`config.mk`:
```
export PLATFORM = sky130hd
export DESIGN_NAME = alu_control_seq
export DESIGN_NICKNAME = d
export VERILOG_FILES = /design/src/rtl/alu_control_seq.sv
export SDC_FILE = /design/constraint.sdc
export NUM_CORES = 1
export LEC_CHECK = 0
export CORE_UTILIZATION = 38
export CTS_CLUSTER_SIZE = 28
export DETAILED_ROUTE_END_ITERATION = 6
export PLACE_DENSITY = 0.74
export SETUP_SLACK_MARGIN = 0.5
export SYNTH_ARGS = -nofsm -noshare
export SYNTH_HDL_FRONTEND = slang
export SYNTH_SLANG_ARGS = --single-unit
```
`constraint.sdc`:
```
create_clock -name clk_i -period 3.4 [get_ports clk_i]
set_input_delay 0.85 -clock clk_i [delete_from_list [all_inputs] [get_ports clk_i]]
set_output_delay 0.85 -clock clk_i [all_outputs]
set_load 0.05 [all_outputs]
```
`src/rtl/alu_control_seq.sv`:
```
// alu_control_seq: registered ALU control decoder with a multi-cycle MULT/DIV sequencer.
// Latency: 1 cycle from accept to out_valid/alu_control/muldiv_start.
// Backpressure: in_ready drops for the whole BUSY phase; in_valid is ignored while busy.
// Optional feature: define ALU_CTRL_SHIFT_EN to decode the R-type shift functions.
module alu_control_seq #(
    parameter int MUL_CYCLES = 4,
    parameter int DIV_CYCLES = 32
) (
    input  logic       clk_i,
    input  logic       rst_i,
    input  logic       in_valid_i,
    output logic       in_ready_o,
    input  logic [5:0] func_i,
    input  logic [1:0] alu_op_i,
    output logic       out_valid_o,
    output logic [3:0] alu_control_o,
    output logic       err_illegal_func_code_o,
    output logic       err_illegal_alu_op_o,
    output logic       muldiv_start_o,
    output logic       muldiv_is_div_o,
    output logic       muldiv_signed_o,
    output logic       muldiv_busy_o,
    output logic       muldiv_done_o
);

    // Counter must hold the larger of the two reload values.
    localparam int MAX_CYCLES = (MUL_CYCLES > DIV_CYCLES) ? MUL_CYCLES : DIV_CYCLES;
    localparam int CNT_W      = $clog2(MAX_CYCLES + 1);

    // Counter is loaded with N-1 so that BUSY spans exactly N cycles.
    localparam logic [CNT_W-1:0] MUL_LOAD = CNT_W'(MUL_CYCLES - 1);
    localparam logic [CNT_W-1:0] DIV_LOAD = CNT_W'(DIV_CYCLES - 1);
    localparam logic [CNT_W-1:0] CNT_ONE  = CNT_W'(1);

    // ALU select encoding.
    localparam logic [3:0] CTRL_AND    = 4'b0000;
    localparam logic [3:0] CTRL_OR     = 4'b0001;
    localparam logic [3:0] CTRL_ADD    = 4'b0010;
    localparam logic [3:0] CTRL_SUB    = 4'b0110;
    localparam logic [3:0] CTRL_SLT    = 4'b0111;
    localparam logic [3:0] CTRL_NOR    = 4'b1100;
    localparam logic [3:0] CTRL_MULDIV = 4'b1111;
`ifdef ALU_CTRL_SHIFT_EN
    localparam logic [3:0] CTRL_SLL    = 4'b1000;
    localparam logic [3:0] CTRL_SRL    = 4'b1001;
    localparam logic [3:0] CTRL_SRA    = 4'b1010;
`endif

    typedef enum logic [1:0] {
        ST_IDLE = 2'd0,
        ST_BUSY = 2'd1,
        ST_DONE = 2'd2
    } state_t;

    state_t           state_q;
    logic [CNT_W-1:0] cnt_q;
    logic             out_valid_q;
    logic [3:0]       alu_control_q;
    logic             err_func_q;
    logic             err_op_q;
    logic             start_q;
    logic             is_div_q;
    logic             signed_q;
    logic             done_q;

    // Combinational decode of the current request.
    logic [3:0] ctrl_d;
    logic       func_err_d;
    logic       op_err_d;
    logic       is_md_d;
    logic       md_div_d;
    logic       md_signed_d;
    logic       accept;

    // Ready is a pure function of state so upstream sees it without a decode path.
    assign in_ready_o = (state_q != ST_BUSY);
    assign accept     = in_valid_i & in_ready_o;

    // Decode {alu_op, func} into ALU select, error flags and muldiv kind.
    always_comb begin
        ctrl_d      = CTRL_ADD;
        func_err_d  = 1'b0;
        op_err_d    = 1'b0;
        is_md_d     = 1'b0;
        md_div_d    = 1'b0;
        md_signed_d = 1'b0;
        unique case (alu_op_i)
            2'b00: ctrl_d = CTRL_ADD;
            2'b01: ctrl_d = CTRL_SUB;
            2'b10: begin
                unique case (func_i)
                    6'b100000, 6'b100001: ctrl_d = CTRL_ADD;
                    6'b100010, 6'b100011: ctrl_d = CTRL_SUB;
                    6'b100100:            ctrl_d = CTRL_AND;
                    6'b100101:            ctrl_d = CTRL_OR;
                    6'b100111:            ctrl_d = CTRL_NOR;
                    6'b101010, 6'b101011: ctrl_d = CTRL_SLT;
                    6'b001000:            ctrl_d = CTRL_ADD;  // jr uses the adder
                    6'b011000: begin  // MULT
                        ctrl_d      = CTRL_MULDIV;
                        is_md_d     = 1'b1;
                        md_signed_d = 1'b1;
                    end
                    6'b011001: begin  // MULTU
                        ctrl_d  = CTRL_MULDIV;
                        is_md_d = 1'b1;
                    end
                    6'b011010: begin  // DIV
                        ctrl_d      = CTRL_MULDIV;
                        is_md_d     = 1'b1;
                        md_div_d    = 1'b1;
                        md_signed_d = 1'b1;
                    end
                    6'b011011: begin  // DIVU
                        ctrl_d   = CTRL_MULDIV;
                        is_md_d  = 1'b1;
                        md_div_d = 1'b1;
                    end
`ifdef ALU_CTRL_SHIFT_EN
                    6'b000000, 6'b000100: ctrl_d = CTRL_SLL;
                    6'b000010, 6'b000110: ctrl_d = CTRL_SRL;
                    6'b000011, 6'b000111: ctrl_d = CTRL_SRA;
`endif
                    default: begin
                        ctrl_d     = CTRL_ADD;
                        func_err_d = 1'b1;
                    end
                endcase
            end
            default: begin
                // alu_op 11: flag the opcode only, never start the muldiv unit.
                ctrl_d   = CTRL_ADD;
                op_err_d = 1'b1;
            end
        endcase
    end

    // Sequencer FSM plus all registered outputs.
    always_ff @(posedge clk_i) begin
        if (rst_i) begin
            state_q       <= ST_IDLE;
            cnt_q         <= '0;
            out_valid_q   <= 1'b0;
            alu_control_q <= 4'b0000;
            err_func_q    <= 1'b0;
            err_op_q      <= 1'b0;
            start_q       <= 1'b0;
            is_div_q      <= 1'b0;
            signed_q      <= 1'b0;
            done_q        <= 1'b0;
        end else begin
            // Per-accept pulses; cleared on any cycle without an accept.
            out_valid_q <= accept;
            err_func_q  <= accept & func_err_d;
            err_op_q    <= accept & op_err_d;
            start_q     <= accept & is_md_d;
            done_q      <= 1'b0;

            // alu_control holds its last decoded value between accepts.
            if (accept) begin
                alu_control_q <= ctrl_d;
            end

            // A muldiv accept latches the operation kind and loads the counter.
            // Accept can never coincide with BUSY, so this never fights the decrement.
            if (accept && is_md_d) begin
                is_div_q <= md_div_d;
                signed_q <= md_signed_d;
                cnt_q    <= md_div_d ? DIV_LOAD : MUL_LOAD;
            end

            unique case (state_q)
                ST_IDLE: begin
                    if (accept && is_md_d) begin
                        state_q <= ST_BUSY;
                    end
                end
                ST_BUSY: begin
                    // Counter parks at zero; it is only reloaded by a new start.
                    if (cnt_q == '0) begin
                        state_q <= ST_DONE;
                        done_q  <= 1'b1;
                    end else begin
                        cnt_q <= cnt_q - CNT_ONE;
                    end
                end
                ST_DONE: begin
                    // Back-to-back muldiv may be accepted in the DONE cycle.
                    state_q <= (accept && is_md_d) ? ST_BUSY : ST_IDLE;
                end
                default: state_q <= ST_IDLE;
            endcase
        end
    end

    assign out_valid_o             = out_valid_q;
    assign alu_control_o           = alu_control_q;
    assign err_illegal_func_code_o = err_func_q;
    assign err_illegal_alu_op_o    = err_op_q;
    assign muldiv_start_o          = start_q;
    assign muldiv_is_div_o         = is_div_q;
    assign muldiv_signed_o         = signed_q;
    assign muldiv_busy_o           = (state_q == ST_BUSY);
    assign muldiv_done_o           = done_q;

endmodule

```
### Word level (Yosys, flattened, before mapping)

Cells that the tools add are included.

| storage, ports and cells | value |
|---|---|
| word-level logic and storage cells | 70 |
| flip-flop bits (word level) | 19 |
| output and inout port bits | 13 |
| bits of input ports | 11 |

| cells by class | value |
|---|---|
| equality and inequality tests | 21 |
| bitwise gates (word level) | 5 |
| mux-type cells | 20 |
| reductions and logical operators | 13 |
| $add $sub $neg | 1 |

Operators with widths:

| cell | count |
|---|---|
| $eq A6 B6 Y1 const B | 9 |
| $eq A6 B5 Y1 const B | 4 |
| $pmux W4 S6 | 1 |
| $mux W6 | 3 |
| $reduce_or A14 Y1 | 1 |
| $mux W1 | 11 |
| $reduce_or A2 Y1 | 5 |
| $pmux W4 S2 | 1 |
| $eq A6 B4 Y1 const B | 1 |
| $logic_not A6 Y1 | 1 |
| $pmux W2 S3 | 1 |
| $sub A6 B1 Y6 const B | 1 |
| $mux W5 | 1 |
| $and A1 B1 Y1 | 4 |
| $eq A2 B1 Y1 const B | 2 |
| $eq A2 B2 Y1 const B | 2 |
| $logic_not A2 Y1 | 2 |
| $mux W2 | 2 |
| $ne A2 B1 Y1 const B | 2 |
| $reduce_or A4 Y1 | 1 |
| $reduce_or A3 Y1 | 1 |
| $ne A2 B2 Y1 const B | 1 |
| $reduce_and A2 Y1 | 1 |
| $logic_and A1 B1 Y1 | 1 |
| $not A1 Y1 | 1 |

### Longest topological paths before layout

| depth | value |
|---|---|
| depth after elaboration | 8 |
| depth in mapped cells | 8 |
| mapped depth without buffers | 7 |

### Worst setup path before layout

OpenSTA, ideal clock, no wires.

| timing path | value |
|---|---|
| path kind | input port to flip-flop |
| start point | in func_i[5] |
| end point | reg alu_control_q[0] (netlist: alu_control_o[0]) |
| arrival time | 1.971 ns |
| stages | 5 |
| setup time | 0.067 ns |
| setup slack | 1.362 ns |
| data required time | 3.333 ns |
| path through | and4bb_4 a21oi_2 a211o_1 or3_1 a21oi_2 |

| between the ends | value |
|---|---|
| word-level cells in the longest chain between the ends | 4 |
| elaborated cells on any way between the ends | 16 |

RTL lines:

| what | RTL line | source |
|---|---|---|
| start: declaration | 13 | `input logic [5:0] func_i,` |
| $eq A6 B5 Y1 or $eq A6 B6 Y1 (tied branches) | 91 | `unique case (func_i)` |
| $reduce_or A4 Y1 (no source line) or $reduce_or A2 Y1 (tied branches) | n/a |  |
| $pmux W4 S6 (*) | 91 |  |
| $pmux W4 S2 (*) | 87 | `unique case (alu_op_i)` |
| end signal: assignment | 161 | `alu_control_q <= ctrl_d;` |
| end: declaration | 58 | `logic [3:0] alu_control_q;` |

Every way passes the cells marked *; elsewhere a longest branch is shown, timed or not.
A chain may end at the register's enable or synchronous reset.

### Final worst setup path

| timing path | value |
|---|---|
| start point | reg state_q[1] |
| end point | out muldiv_busy_o |

| between the ends | value |
|---|---|
| word-level cells in the longest chain between the ends | 1 |

RTL lines:

| what | RTL line | source |
|---|---|---|
| start: declaration | 55 | `state_t state_q;` |
| start signal: assignment | 189 | `state_q <= (accept && is_md_d) ? ST_BUSY : ST_IDLE;` |
| $eq A2 B1 Y1 | 203 | `assign muldiv_busy_o = (state_q == ST_BUSY);` |
| end: declaration | 22 | `output logic muldiv_busy_o,` |

Every way passes these cells.

==> impl_results.md <==
* Worst R2R Setup Slack at 1.30 ns
* Distinct cells, synth at 39
* Root buffer cell: clkbuf_4
* Worst IR drop on VDD at 0.200 mV
* Share of layout cells above drive strength 1 at 7.97%
* DRT Wirelength at 2210 µm
* RSZ-0062 raised after global routing: no
* Fillers at 248
* WP data required at 2.55 ns
* Chip height at 53.4 µm
* Final setup skew at 0.00795 ns
* Crit-path max FO at 11
* Vias/cell at 5.58
* Yosys top cell by area: dfxtp_1
* Number of synthesized register bits at 19
* Horiz. Die Dim at 53.4 µm
* Hold Path Class: flip-flop to flip-flop
* # Post-CTS Setup Buffers at 0
* Clk_lat worst skew at 0.30 ns
* Final hold viol count at 0
* HPWL Detailed at 1640 µm
* Synth top area cells: dfxtp_1, ha_1, a21oi_1, nor2_1, nor3_1
* CTS tree: built
* Max Fclk at 0.366 GHz
* Most common cell after layout, fill and taps aside: clkdlybuf4s50_1
* Total GRT Usage at 17.9%
* Worst setup margin at 0.665 ns
* Kind of critical path: flip-flop to primary output
* Crit share post-route at 80.4%
* Slew Viols, Final at 0
* Synthesized instance count at 118
* Yosys warnings at 0
* Syn_area_per_cell at 8.49 µm²
* Final setup fails at 0
* Ports at 24
* CP Launch Type: flip-flop
* Leakage at 0.000452 µW
* Area growth syn-to-layout at 26.1%
* Synthesized area at 1000 µm²
* Largest net degree at the start of global routing at 19
* Total congestion overflow at 0
* Place WS at 0.551 ns
* # DRC at 0
* Avg WL per Cell at 13.2 µm
* Arr. time, crit path at 1.88 ns
* Power per Cell Area at 326 nW/µm²
* Most frequent cells in the layout: clkdlybuf4s50_1, dfxtp_1, nor2_1
* Total number of vias at 938
* Seq/Total Area, Yosys at 38.0%
* Initial antenna violation count at 0
* DR iter-0 viols at 28
* CORE AREA at 2480 µm²
* Die area at 2850 µm²
* Global-route wire length before repair at 3680 µm
* # clock sinks at 19
* DRT antenna net count at 0
* CTS buffer count at 3
* TritonRoute pass-1 iters at 4
* Worst slew pin tran at 0.873 ns
* # resized after CTS at 0
* Hold buffer count at cts at 0
* Post-layout min period at 2.73 ns
* Port bufs at 23
* Yosys top cell area share at 38.0%
* Total negative setup slack at 0 ns
* Status: finished, final reports clean
* Num rows at 18
* Nets@finish at 155
* Worst slew margin at 41.8%
* N_diodes at 0
* CTS max path bufs at 2
* Setup crit end kind: primary output
* Vias in the first global route at 872
* Placer Congestion at 0.813
* Clock transition at path regs at 0.12 ns
* Post-Syn Nets at 134
* Max_cap viols at 0
* Htree depth at 1
* Initial core utilization at 40.5%
==> cells in the mapped netlist <==
| cell | instances |
|---|---|
| dfxtp_1 | 19 |
| nor2_1 | 11 |
| a21oi_1 | 9 |
| inv_1 | 7 |
| nor3_1 | 7 |
| nand2_1 | 6 |
| nand3_1 | 6 |
| ha_1 | 5 |
| a211oi_1 | 4 |
| nand3b_1 | 4 |
| nor2b_1 | 4 |
| buf_2 | 3 |
| a21oi_2 | 2 |
| a31oi_1 | 2 |
| and2b_2 | 2 |
| clkbuf_1 | 2 |
| mux2i_1 | 2 |
| nand2b_1 | 2 |
| a2111oi_0 | 1 |
| a211o_1 | 1 |
| a21o_1 | 1 |
| a222oi_1 | 1 |
| a22oi_1 | 1 |
| a2bb2oi_1 | 1 |
| a31o_2 | 1 |
| a41oi_1 | 1 |
| and2_1 | 1 |
| and4_2 | 1 |
| and4bb_4 | 1 |
| buf_1 | 1 |
| buf_4 | 1 |
| nand4_1 | 1 |
| o211ai_1 | 1 |
| o21ai_0 | 1 |
| o22a_1 | 1 |
| o311ai_0 | 1 |
| o41ai_1 | 1 |
| or2b_1 | 1 |
| or3_1 | 1 |
==> layout make-up <==
type | instances | area (µm²) | share of cell area (%)
clock buffer | 3 | 22.5 | 1.78
clock inverter | 1 | 5.00 | 0.396
inverter | 7 | 26.3 | 2.08
multi-input combinational | 85 | 562 | 44.5
sequential | 19 | 380 | 30.1
tap | 30 | 37.5 | 2.97
timing repair buffer | 23 | 230 | 18.2
==> path summary, 6_finish.rpt <==
kind,to,from,depth (start not counted)
worst max-delay path,muldiv_busy_o,state_q[1]$_SDFFE_PP0P_,3
worst max register to register,cnt_q[2]$_SDFF_PP0_,cnt_q[0]$_SDFF_PP0_,7
worst min register to register,muldiv_is_div_o$_SDFFE_PP0P_,muldiv_is_div_o$_SDFFE_PP0P_,2
worst min-delay path,muldiv_is_div_o$_SDFFE_PP0P_,muldiv_is_div_o$_SDFFE_PP0P_,2
==> worst max-delay path, cell delays in order, from the launching register on <==
cell and delay [ns]:
dfxtp_1 0.32, nand2b_1 0.30, inv_1 0.16, clkdlybuf4s50_1 0.81
==> sequential cells by signal (all words and copies together), names as in the netlist <==
register and cells:
alu_control_o 4, cnt_q 6, err_illegal_alu_op_o 1, err_illegal_func_code_o 1
muldiv_done_o 1, muldiv_is_div_o 1, muldiv_signed_o 1, muldiv_start_o 1
out_valid_o 1, state_q 2
==> where the power goes <==
group          internal, µW  total (µW)  switching, µW
clock network          43.9         120           75.8
registers               226         227           1.29
logic                  27.8        65.0           37.2
==> routing by layer <==
metal | track usage (%) | vias to the layer above | wire, µm
met3 | 7.18 | 2 | 164
met2 | 33.5 | 39 | 1120
met4 | 2.63 | 0 | 10
li1 | - | 465 | -
met1 | 18.8 | 432 | 918
met5 | 0 | - | 0
==> stage by stage <==
step / total power (µW) / hold WS, ns / cells / cell area (µm²) / utilization [%]
2_1_floorplan: 271 / 0.464 / 118 / 1000 / -
3_3_place_gp: 295 / 0.443 / 164 / 1240 / 49.9
3_5_place_dp: 297 / 0.450 / 164 / 1240 / 49.9
4_1_cts: 415 / 0.467 / 168 / 1260 / 51.0
5_1_grt: 431 / 0.512 / 168 / 1260 / 51.0
6_report: 412 / 0.462 / 168 / 1260 / 51.0
==> logic make-up after synthesis <==
family,after synthesis,share of synthesized area [%]
compound gates,30,21.2
fa+ha+maj,5,6.24
buf+inv,14,5.99
flops,19,38.0
mux,2,2.00
simple gates,48,26.6
(Power assumes the default switching activity.)
